<file path="src/rtl/pipe_buf_pkg.sv">
// Shared types and constants for the elastic pipeline-stage buffer.
// Holds the stage state encoding, occupancy codes and the default NOP bubble.
package pipe_buf_pkg;

  typedef enum logic [1:0] {
    EMPTY = 2'd0,
    ONE   = 2'd1,
    TWO   = 2'd2
  } pipe_buf_state_e;

  localparam logic [1:0] OCC_EMPTY = 2'd0;
  localparam logic [1:0] OCC_ONE   = 2'd1;
  localparam logic [1:0] OCC_TWO   = 2'd2;

  // addi x0, x0, 0 : the canonical NOP for instruction-carrying stages
  localparam logic [31:0] PIPE_BUF_NOP = 32'h0000_0013;

  function automatic logic [1:0] occ_of(input pipe_buf_state_e s);
    case (s)
      EMPTY:   return OCC_EMPTY;
      ONE:     return OCC_ONE;
      TWO:     return OCC_TWO;
      default: return OCC_EMPTY;
    endcase
  endfunction

endpackage

</file>
<file path="src/rtl/pipe_buf_sat_cnt.sv">
// Saturating up-counter with synchronous clear; clear wins over increment.
module pipe_buf_sat_cnt
  import pipe_buf_pkg::*;
#(
  parameter int W = 16
) (
  input  logic         clk,
  input  logic         reset,
  input  logic         inc,
  input  logic         clr,
  output logic [W-1:0] cnt
);

  always_ff @(posedge clk or negedge reset) begin
    if (!reset) begin
      cnt <= '0;
    end else if (clr) begin
      cnt <= '0;
    end else if (inc && (cnt != {W{1'b1}})) begin
      cnt <= cnt + W'(1);
    end
  end

endmodule

</file>
<file path="src/rtl/pipe_buf_stage.sv">
// Elastic pipeline-stage register with valid/ready handshake, flush and stall counter.
// Define PIPE_BUF_SKID_EN for the two-entry skid build (registered in_ready).
//
// state | meaning
// EMPTY | no beat held, out_data = BUBBLE_VAL
// ONE   | main entry holds the head beat
// TWO   | main + skid entries both valid (skid build only)
module pipe_buf_stage
  import pipe_buf_pkg::*;
#(
  parameter int                DATA_W      = 32,
  parameter logic [DATA_W-1:0] BUBBLE_VAL  = '0,
  parameter int                STALL_CNT_W = 16
) (
  input  logic                   clk,
  input  logic                   reset,
  input  logic                   in_valid,
  input  logic [DATA_W-1:0]      in_data,
  output logic                   in_ready,
  output logic                   out_valid,
  output logic [DATA_W-1:0]      out_data,
  input  logic                   out_ready,
  input  logic                   flush,
  input  logic                   clr_stats,
  output logic [1:0]             occupancy,
  output logic [STALL_CNT_W-1:0] stall_cnt
);

  pipe_buf_state_e   state, state_nxt;
  logic [DATA_W-1:0] main_q, main_nxt;
  logic              push, pop;

`ifdef PIPE_BUF_SKID_EN
  logic [DATA_W-1:0] skid_q, skid_nxt;
  // depends only on the state register, so no out_ready -> in_ready path
  assign in_ready = reset && (state != TWO) && !flush;
`else
  assign in_ready = reset && ((state == EMPTY) || out_ready) && !flush;
`endif

  assign out_valid = (state != EMPTY) && !flush;
  assign push      = in_valid && in_ready;
  assign pop       = out_valid && out_ready;
  assign out_data  = main_q;
  assign occupancy = occ_of(state);

  always_ff @(posedge clk or negedge reset) begin
    if (!reset) begin
      state  <= EMPTY;
      main_q <= BUBBLE_VAL;
    end else begin
      state  <= state_nxt;
      main_q <= main_nxt;
    end
  end

`ifdef PIPE_BUF_SKID_EN
  always_ff @(posedge clk or negedge reset) begin
    if (!reset) skid_q <= BUBBLE_VAL;
    else        skid_q <= skid_nxt;
  end
`endif

  always_comb begin
    state_nxt = state;
    main_nxt  = main_q;
`ifdef PIPE_BUF_SKID_EN
    skid_nxt  = skid_q;
`endif
    if (flush) begin
      state_nxt = EMPTY;
      main_nxt  = BUBBLE_VAL;
`ifdef PIPE_BUF_SKID_EN
      skid_nxt  = BUBBLE_VAL;
`endif
    end else begin
      case (state)
        EMPTY: begin
          if (push) begin
            state_nxt = ONE;
            main_nxt  = in_data;
          end
        end
        ONE: begin
          if (push && pop) begin
            main_nxt = in_data;
          end else if (pop) begin
            state_nxt = EMPTY;
            main_nxt  = BUBBLE_VAL;
          end
`ifdef PIPE_BUF_SKID_EN
          else if (push) begin
            state_nxt = TWO;
            skid_nxt  = in_data;
          end
`endif
        end
`ifdef PIPE_BUF_SKID_EN
        TWO: begin
          if (pop) begin
            state_nxt = ONE;
            main_nxt  = skid_q;
            skid_nxt  = BUBBLE_VAL;
          end
        end
`endif
        default: begin
          state_nxt = EMPTY;
          main_nxt  = BUBBLE_VAL;
        end
      endcase
    end
  end

  pipe_buf_sat_cnt #(.W(STALL_CNT_W)) u_stall_cnt (
    .clk   (clk),
    .reset (reset),
    .inc   (out_valid && !out_ready),
    .clr   (clr_stats),
    .cnt   (stall_cnt)
  );

endmodule

</file>
<file path="config.mk">
export PLATFORM = sky130hd
export DESIGN_NAME = pipe_buf_stage
export DESIGN_NICKNAME = d
export VERILOG_FILES = /design/src/rtl/pipe_buf_pkg.sv /design/src/rtl/pipe_buf_sat_cnt.sv /design/src/rtl/pipe_buf_stage.sv
export SDC_FILE = /design/constraint.sdc
export NUM_CORES = 1
export LEC_CHECK = 0
export CELL_PAD_IN_SITES_DETAIL_PLACEMENT = 0
export CELL_PAD_IN_SITES_GLOBAL_PLACEMENT = 2
export CORE_ASPECT_RATIO = 1.75
export CORE_MARGIN = 1
export CORE_UTILIZATION = 27
export CTS_CLUSTER_DIAMETER = 50
export DETAILED_ROUTE_END_ITERATION = 16
export PLACE_DENSITY = 0.9
export SYNTH_ARGS = -nofsm -noshare
export SYNTH_HDL_FRONTEND = slang
export SYNTH_SLANG_ARGS = --single-unit
</file>
<file path="constraint.sdc">
create_clock -name clk -period 5.8 [get_ports clk]
set_input_delay 0.87 -clock clk [delete_from_list [all_inputs] [get_ports clk]]
set_output_delay 0.87 -clock clk [all_outputs]
set_load 0.02 [all_outputs]
</file>
==> results of run 1 <==
## final cells by class
cell class	instances	area share [%]
inverter	1	0.116
multi-input combinational	123	26.3
clock buffer	7	4.73
sequential	49	38.0
tap	88	3.41
clock inverter	1	0.155
timing repair buffer	89	27.4
## power breakdown
group	leakage (nW)	internal (mW)	switching, mW
clock network	0.0799	0.183	0.120
registers	0.673	0.352	0.00702
logic	0.593	0.0508	0.0447
## synth_stat cells, types with 2 or more instances
cell,instances,area share [%]
a41oi_1,2,0.82
nor2b_1,5,1.5
buf_2,2,0.47
or4_1,2,0.70
nand4_1,5,1.5
and3_1,2,0.59
nor2_1,15,2.6
nand2b_1,2,0.59
o31ai_1,2,0.70
or3_1,4,1.2
a21oi_1,10,2.4
mux2_2,2,1.1
and2_1,2,0.59
nor4_1,4,1.2
nand2_1,3,0.53
a22o_1,32,13
dfrtp_1,49,58
clkbuf_1,9,1.6
nor3_1,5,1.2
mux2_1,2,1.1
nand3_1,4,0.94
o21ai_0,4,0.94
## registers in the layout, summed over array words and instances (netlist names)
signal,flops
u_stall_cnt.cnt,16
state,1
out_data,32
## worst max-delay path, cell delays in order
cell and delay, ns:
buf_2 0.07, buf_4 0.50, nor3b_1 0.29, clkdlybuf4s50_1 0.64
## worst paths after layout
path	startpoint	to	slack (ns)
worst min-delay path	out_data[7]	out_data[7]	0.51
worst max-delay path	reset	in_ready	2.51
worst min register to register	out_data[7]	out_data[7]	0.51
min in group asynchronous	reset	out_data[10]	0.68
worst max register to register	u_stall_cnt.cnt[9]	u_stall_cnt.cnt[5]	3.67
max in group asynchronous	reset	out_data[13]	4.68
## kinds of logic after synthesis
| logic type | count (synthesis) | share of synthesized area (%) |
|---|---|---|
| compound gates | 55 | 20.0 |
| fa+ha+maj | 1 | 0.587 |
| buf+inv | 13 | 2.59 |
| flops | 49 | 57.6 |
| mux | 5 | 2.59 |
| other cells | 1 | 0.176 |
| simple gates | 61 | 16.5 |
## stage by stage
stage | area, sq um | setup slack (ns) | utilization, % | instances
6_report | 3230 | 2.51 | 42.4 | 358
5_1_grt | 3230 | 2.31 | 42.4 | 358
4_1_cts | 3230 | 2.47 | 42.4 | 358
3_5_place_dp | 3070 | 2.48 | 40.3 | 350
3_3_place_gp | 3070 | 2.49 | 40.3 | 350
2_1_floorplan | 2130 | 3.35 | - | 185
## per-layer routing
metal  vias to the layer above  GRT usage, %  wire (um)
met5                         -             0          0
met4                         0          6.25        150
li1                        864             -          -
met3                        13          2.96        316
met1                       882          16.4       2200
met2                        77          23.3       2830
==> implementation parameters, run 1 <==
Parameter                              Value

Global routing
  Wire length of the first global-routing pass    9160 um
  Number of antenna violations at the first check in global routing    0
  Via count of the first global-routing pass    1848
  Maximum number of pins on one net before global-route repair    52
  Total routing resource utilization after global routing    13.7%
  Gr ovfl total    0

Clocking
  CTS resizes    0
  Root Buffer Master    clkbuf_16
  Clock slew seen by the registers of the worst setup and hold paths    0.06 ns
  CTS tree    done
  Post-CTS setup buffer count    0
  Cts bufs inserted    5
  Post-CTS Hold Buffers    0
  Level count of the clock H-tree    2
  Number of sinks handled by clock tree synthesis    49
  Max Root-Sink Buffers    2
  Clock latency on the worst-skew pair    0.28 ns

Layout
  Layout net count    308
  Count of filler cells inserted in the layout    720
  Most common cell after layout, fill and taps aside    clkdlybuf4s50_1
  Synth-to-layout area growth    51.6%
  Ratio of cells with drive above 1 in the final layout    5.93%
  Storage element area    0.00123 sq mm
  Number of antenna cells inserted    0
  Area of the multi-input gates    848 sq um
  Commonest cells after routing, fill and taps aside    clkdlybuf4s50_1, dfrtp_1, a22o_1, nor2_1, a21oi_1

Floorplanning
  Horizontal die dimension    69.1 um
  Overall die area    0.00826 sq mm
  Effective utilization at floorplan    27.9%
  Die Height    119 um
  Number of primary I/O pins    90
  Total core area    0.00762 sq mm
  Number of placement rows    42

Logic synthesis
  Yosys warning count    0
  Netlist area before placement    0.00213 sq mm
  Number of cells produced by synthesis    185
  Number of synthesized flops with an enable pin    0
  Prevailing post-synth register cell    dfrtp_1
  Number of distinct standard cells referenced by the synthesized netlist    40
  Synth async-reset ratio    100%
  Syn avg cell area    11.5 sq um
  Sequential fraction of the synthesis area    57.6%
  Synth Net Count    224
  Number of synthesized register bits    49

Routing
  Count of vias placed by the detailed router    1836
  Via-per-instance ratio    5.13
  DRC Markers    0
  WL/cell    15.3 um
  Total Wirelength    5490 um
  Drt initial violations    81
  Count of nets left with antenna violations after detail routing    0
  Number of iterations in the first detailed-routing pass    4

STA
  Max transition margin    25.2%
  Final setup TNS    0 ns
  Final worst path period share    56.7%
  Number of pins with negative max-slew slack in the final report    0
  Worst Max-Slew Pin Slew    1.12 ns
  Final number of setup-violating endpoints    0
  Worst slack on hold paths    0.509 ns
  Post-route minimum period    3.29 ns
  Setup repair after global routing missed its margin    false
  Final Hold Viols    0
  Setup clock skew after layout    0.00269 ns
  Fmax achieved    0.304 GHz

Worst hold path
  Path type of the worst min-delay path    register to register
  Worst Hold Path Cells    1

Power
  Power Total    0.758 mW
  Power density over cell area    235 mW/mm^2
  Leakage Power    1.35 nW
  Peak supply drop    0.153 mV

Setup path
  Type of element capturing the critical path    output port
  Reg2reg path depth    4
  Type of element launching the critical path    input pin
  WP data required    4.93 ns
  Maximum fanout along the worst path    51
  Kind of critical path    input pin to output port
  Critical path arrival    2.42 ns

Placed design
  Half-perimeter wire length after detailed placement    3930 um
  Number of buffers added on ports    88
  Routability-driven placement congestion ratio    0.751

Status
  Status    finished, final reports clean

Run
  Max-cap violations    0
No activity file was read; power rests on OpenSTA's default activity.
==> run 2, diff against run 1 <==
- CORE_UTILIZATION: 27 -> 23
- PLACE_DENSITY: 0.9 -> 0.82
- clock period: 5.8 -> 2.7 ns (I/O delays scaled with it)
==> implementation parameters, run 2 (synthesis gave the netlist of run 1 again) <==
Parameter                              Value

Placed design
  Number of buffers added on ports    88 (unchanged)
  Routability-driven placement congestion ratio    0.755 (+0.63%)
  Half-perimeter wire length after detailed placement    4160 um (+6.0%)
  Worst slack, placed    0.172 ns (-2.31 ns)

Clocking
  Clock slew seen by the registers of the worst setup and hold paths    0.06 ns (about the same)
  Number of sinks handled by clock tree synthesis    49 (unchanged)
  Max Root-Sink Buffers    2 (unchanged)
  Root Buffer Master    clkbuf_16
  Cts bufs inserted    5 (unchanged)
  Post-CTS setup buffer count    0 (unchanged)
  Post-CTS Hold Buffers    0 (unchanged)
  CTS tree    done
  Clock latency on the worst-skew pair    0.29 ns (about the same)
  CTS resizes    0 (unchanged)
  Level count of the clock H-tree    2 (unchanged)

Floorplanning
  Total core area    0.00904 sq mm (+19%)
  Die Height    129 um (+8.2%)
  Number of primary I/O pins    90 (unchanged)
  Horizontal die dimension    74.7 um (+8.1%)
  Number of placement rows    46 (+9.5%)
  Effective utilization at floorplan    23.6% (-4.4 points)
  Overall die area    0.00966 sq mm (+17%)

Global routing
  Maximum number of pins on one net before global-route repair    50 (-3.8%)
  Total routing resource utilization after global routing    13.0% (-0.75 points)
  Via count of the first global-routing pass    1841 (-0.38%)
  Wire length of the first global-routing pass    9400 um (+2.6%)
  Number of antenna violations at the first check in global routing    0 (unchanged)
  Gr ovfl total    0 (unchanged)

STA
  Final setup TNS    0 ns (unchanged)
  Max transition margin    48.7% (+24 points)
  Post-route minimum period    2.30 ns
  Final worst path period share    85.1%
  Post-route setup slack    0.402 ns (-2.11 ns)
  Fmax achieved    0.435 GHz
  Final Hold Viols    0 (unchanged)
  Worst Max-Slew Pin Slew    0.767 ns (-0.356 ns)
  Setup clock skew after layout    0.00220 ns (-0.000484 ns)
  Worst slack on hold paths    0.287 ns (-0.222 ns)
  Number of pins with negative max-slew slack in the final report    0 (unchanged)
  Final number of setup-violating endpoints    0 (unchanged)
  Setup repair after global routing missed its margin    false

Routing
  Via-per-instance ratio    4.69 (-8.6%)
  Drt initial violations    53 (-35%)
  Number of iterations in the first detailed-routing pass    7 (+3)
  WL/cell    15.1 um (-1.6%)
  Count of nets left with antenna violations after detail routing    0 (unchanged)
  DRC Markers    0 (unchanged)
  Count of vias placed by the detailed router    1851 (+0.82%)
  Total Wirelength    5960 um (+8.6%)

Setup path
  Critical path cell sequence    clkdlybuf4s50_1 > nor2b_1 > nor3b_1 > clkdlybuf4s50_1
  Slowest cell delay on critical path    0.66 ns (+0.02 ns)
  WP data required    2.30 ns (-2.63 ns)
  Type of element capturing the critical path    output port
  Buffers & Inverters on Critical Path    2 (-1)
  Critical Path Most Common Cell    clkdlybuf4s50_1
  Critical path arrival    1.89 ns (-0.53 ns)
  Family of cells with the greatest summed delay on the critical path    buffers and inverters
  Worst path slowest cell    clkdlybuf4s50_1
  Type of element launching the critical path    input pin
  Maximum fanout along the worst path    3 (-94%)
  Kind of critical path    input pin to output port

Worst hold path
  Path type of the worst min-delay path    input pin to asynchronous set/reset pin

Layout
  Synth-to-layout area growth    56.0%
  Number of antenna cells inserted    0 (unchanged)
  Utilization after layout    36.8% (-5.6 points)
  Ratio of cells with drive above 1 in the final layout    7.27% (+1.3 points)
  Number of flip-flops under the largest register name    32 (unchanged)
  Commonest cells after routing, fill and taps aside    clkdlybuf4s50_1, dfrtp_1, a22o_1, nor2_1, a21oi_1
  Layout net count    313 (+1.6%)
  Most common cell after layout, fill and taps aside    clkdlybuf4s50_1

Run
  Max-cap violations    0 (unchanged)

Power
  Power density over cell area    516 mW/mm^2 (+120%)
  Leakage Power    1.38 nW (+2.2%)
  Peak supply drop    0.340 mV (+120%)

Status
  Status    finished, final reports clean
## run 2: cell type report
cell class	count	area, sq um
multi-input cells	123	848
clock inverters	1	30.0
inverters	1	3.75
fillers	904	5710
well taps	120	150
clock buffers	7	143
repair buffers	94	921
flip-flops and latches	49	1230
## run 2: metal layers
layer / wire length (um) / part of all wire, % / vias up / GRT usage, %
li1: - / - / 879 / -
met1: 2550 / 43 / 904 / 16.0
met2: 3060 / 51 / 62 / 21.5
met3: 263 / 4.4 / 6 / 3.11
met4: 93 / 1.6 / 0 / 4.99
met5: 0 / 0 / - / 0
## run 2: path summary, 6_finish.rpt
path | slack [ns] | depth (start not counted) | to | start
max in group asynchronous | 2.00 | 2 | u_stall_cnt.cnt[2] | reset
worst max-delay path | 0.40 | 4 | in_ready | out_ready
worst max register to register | 0.67 | 4 | u_stall_cnt.cnt[11] | state[0]
worst min-delay path | 0.29 | 2 | out_data[10] | reset
worst min register to register | 0.51 | 1 | out_data[30] | out_data[30]
min in group clk | 0.51 | 1 | out_data[30] | out_data[30]
## run 2: worst reg2reg max path: cells and delay by family, from the launching register on
kind	cells	cell delay (ns)
and+or+nand+nor	3	1.14
DFF	1	0.41
muxes	1	0.36
## run 2: where the power goes
group	leakage (nW)	switching, mW	total (mW)	internal (mW)
clock	0.0841	0.271	0.734	0.463
sequential	0.673	0.0144	0.771	0.757
combinational	0.618	0.0981	0.209	0.111
total	1.38	0.384	1.71	1.33
## run 2: per-stage QoR
| step | power (mW) | cell area [sq um] | instances |
|---|---|---|---|
| 3_3_place_gp | 0.995 | 3150 | 387 |
| 3_5_place_dp | 0.996 | 3150 | 387 |
| 5_1_grt | 1.79 | 3320 | 395 |
| 6_report | 1.71 | 3320 | 395 |
| 2_1_floorplan | 0.863 | 2130 | 185 |
| 4_1_cts | 1.74 | 3320 | 395 |
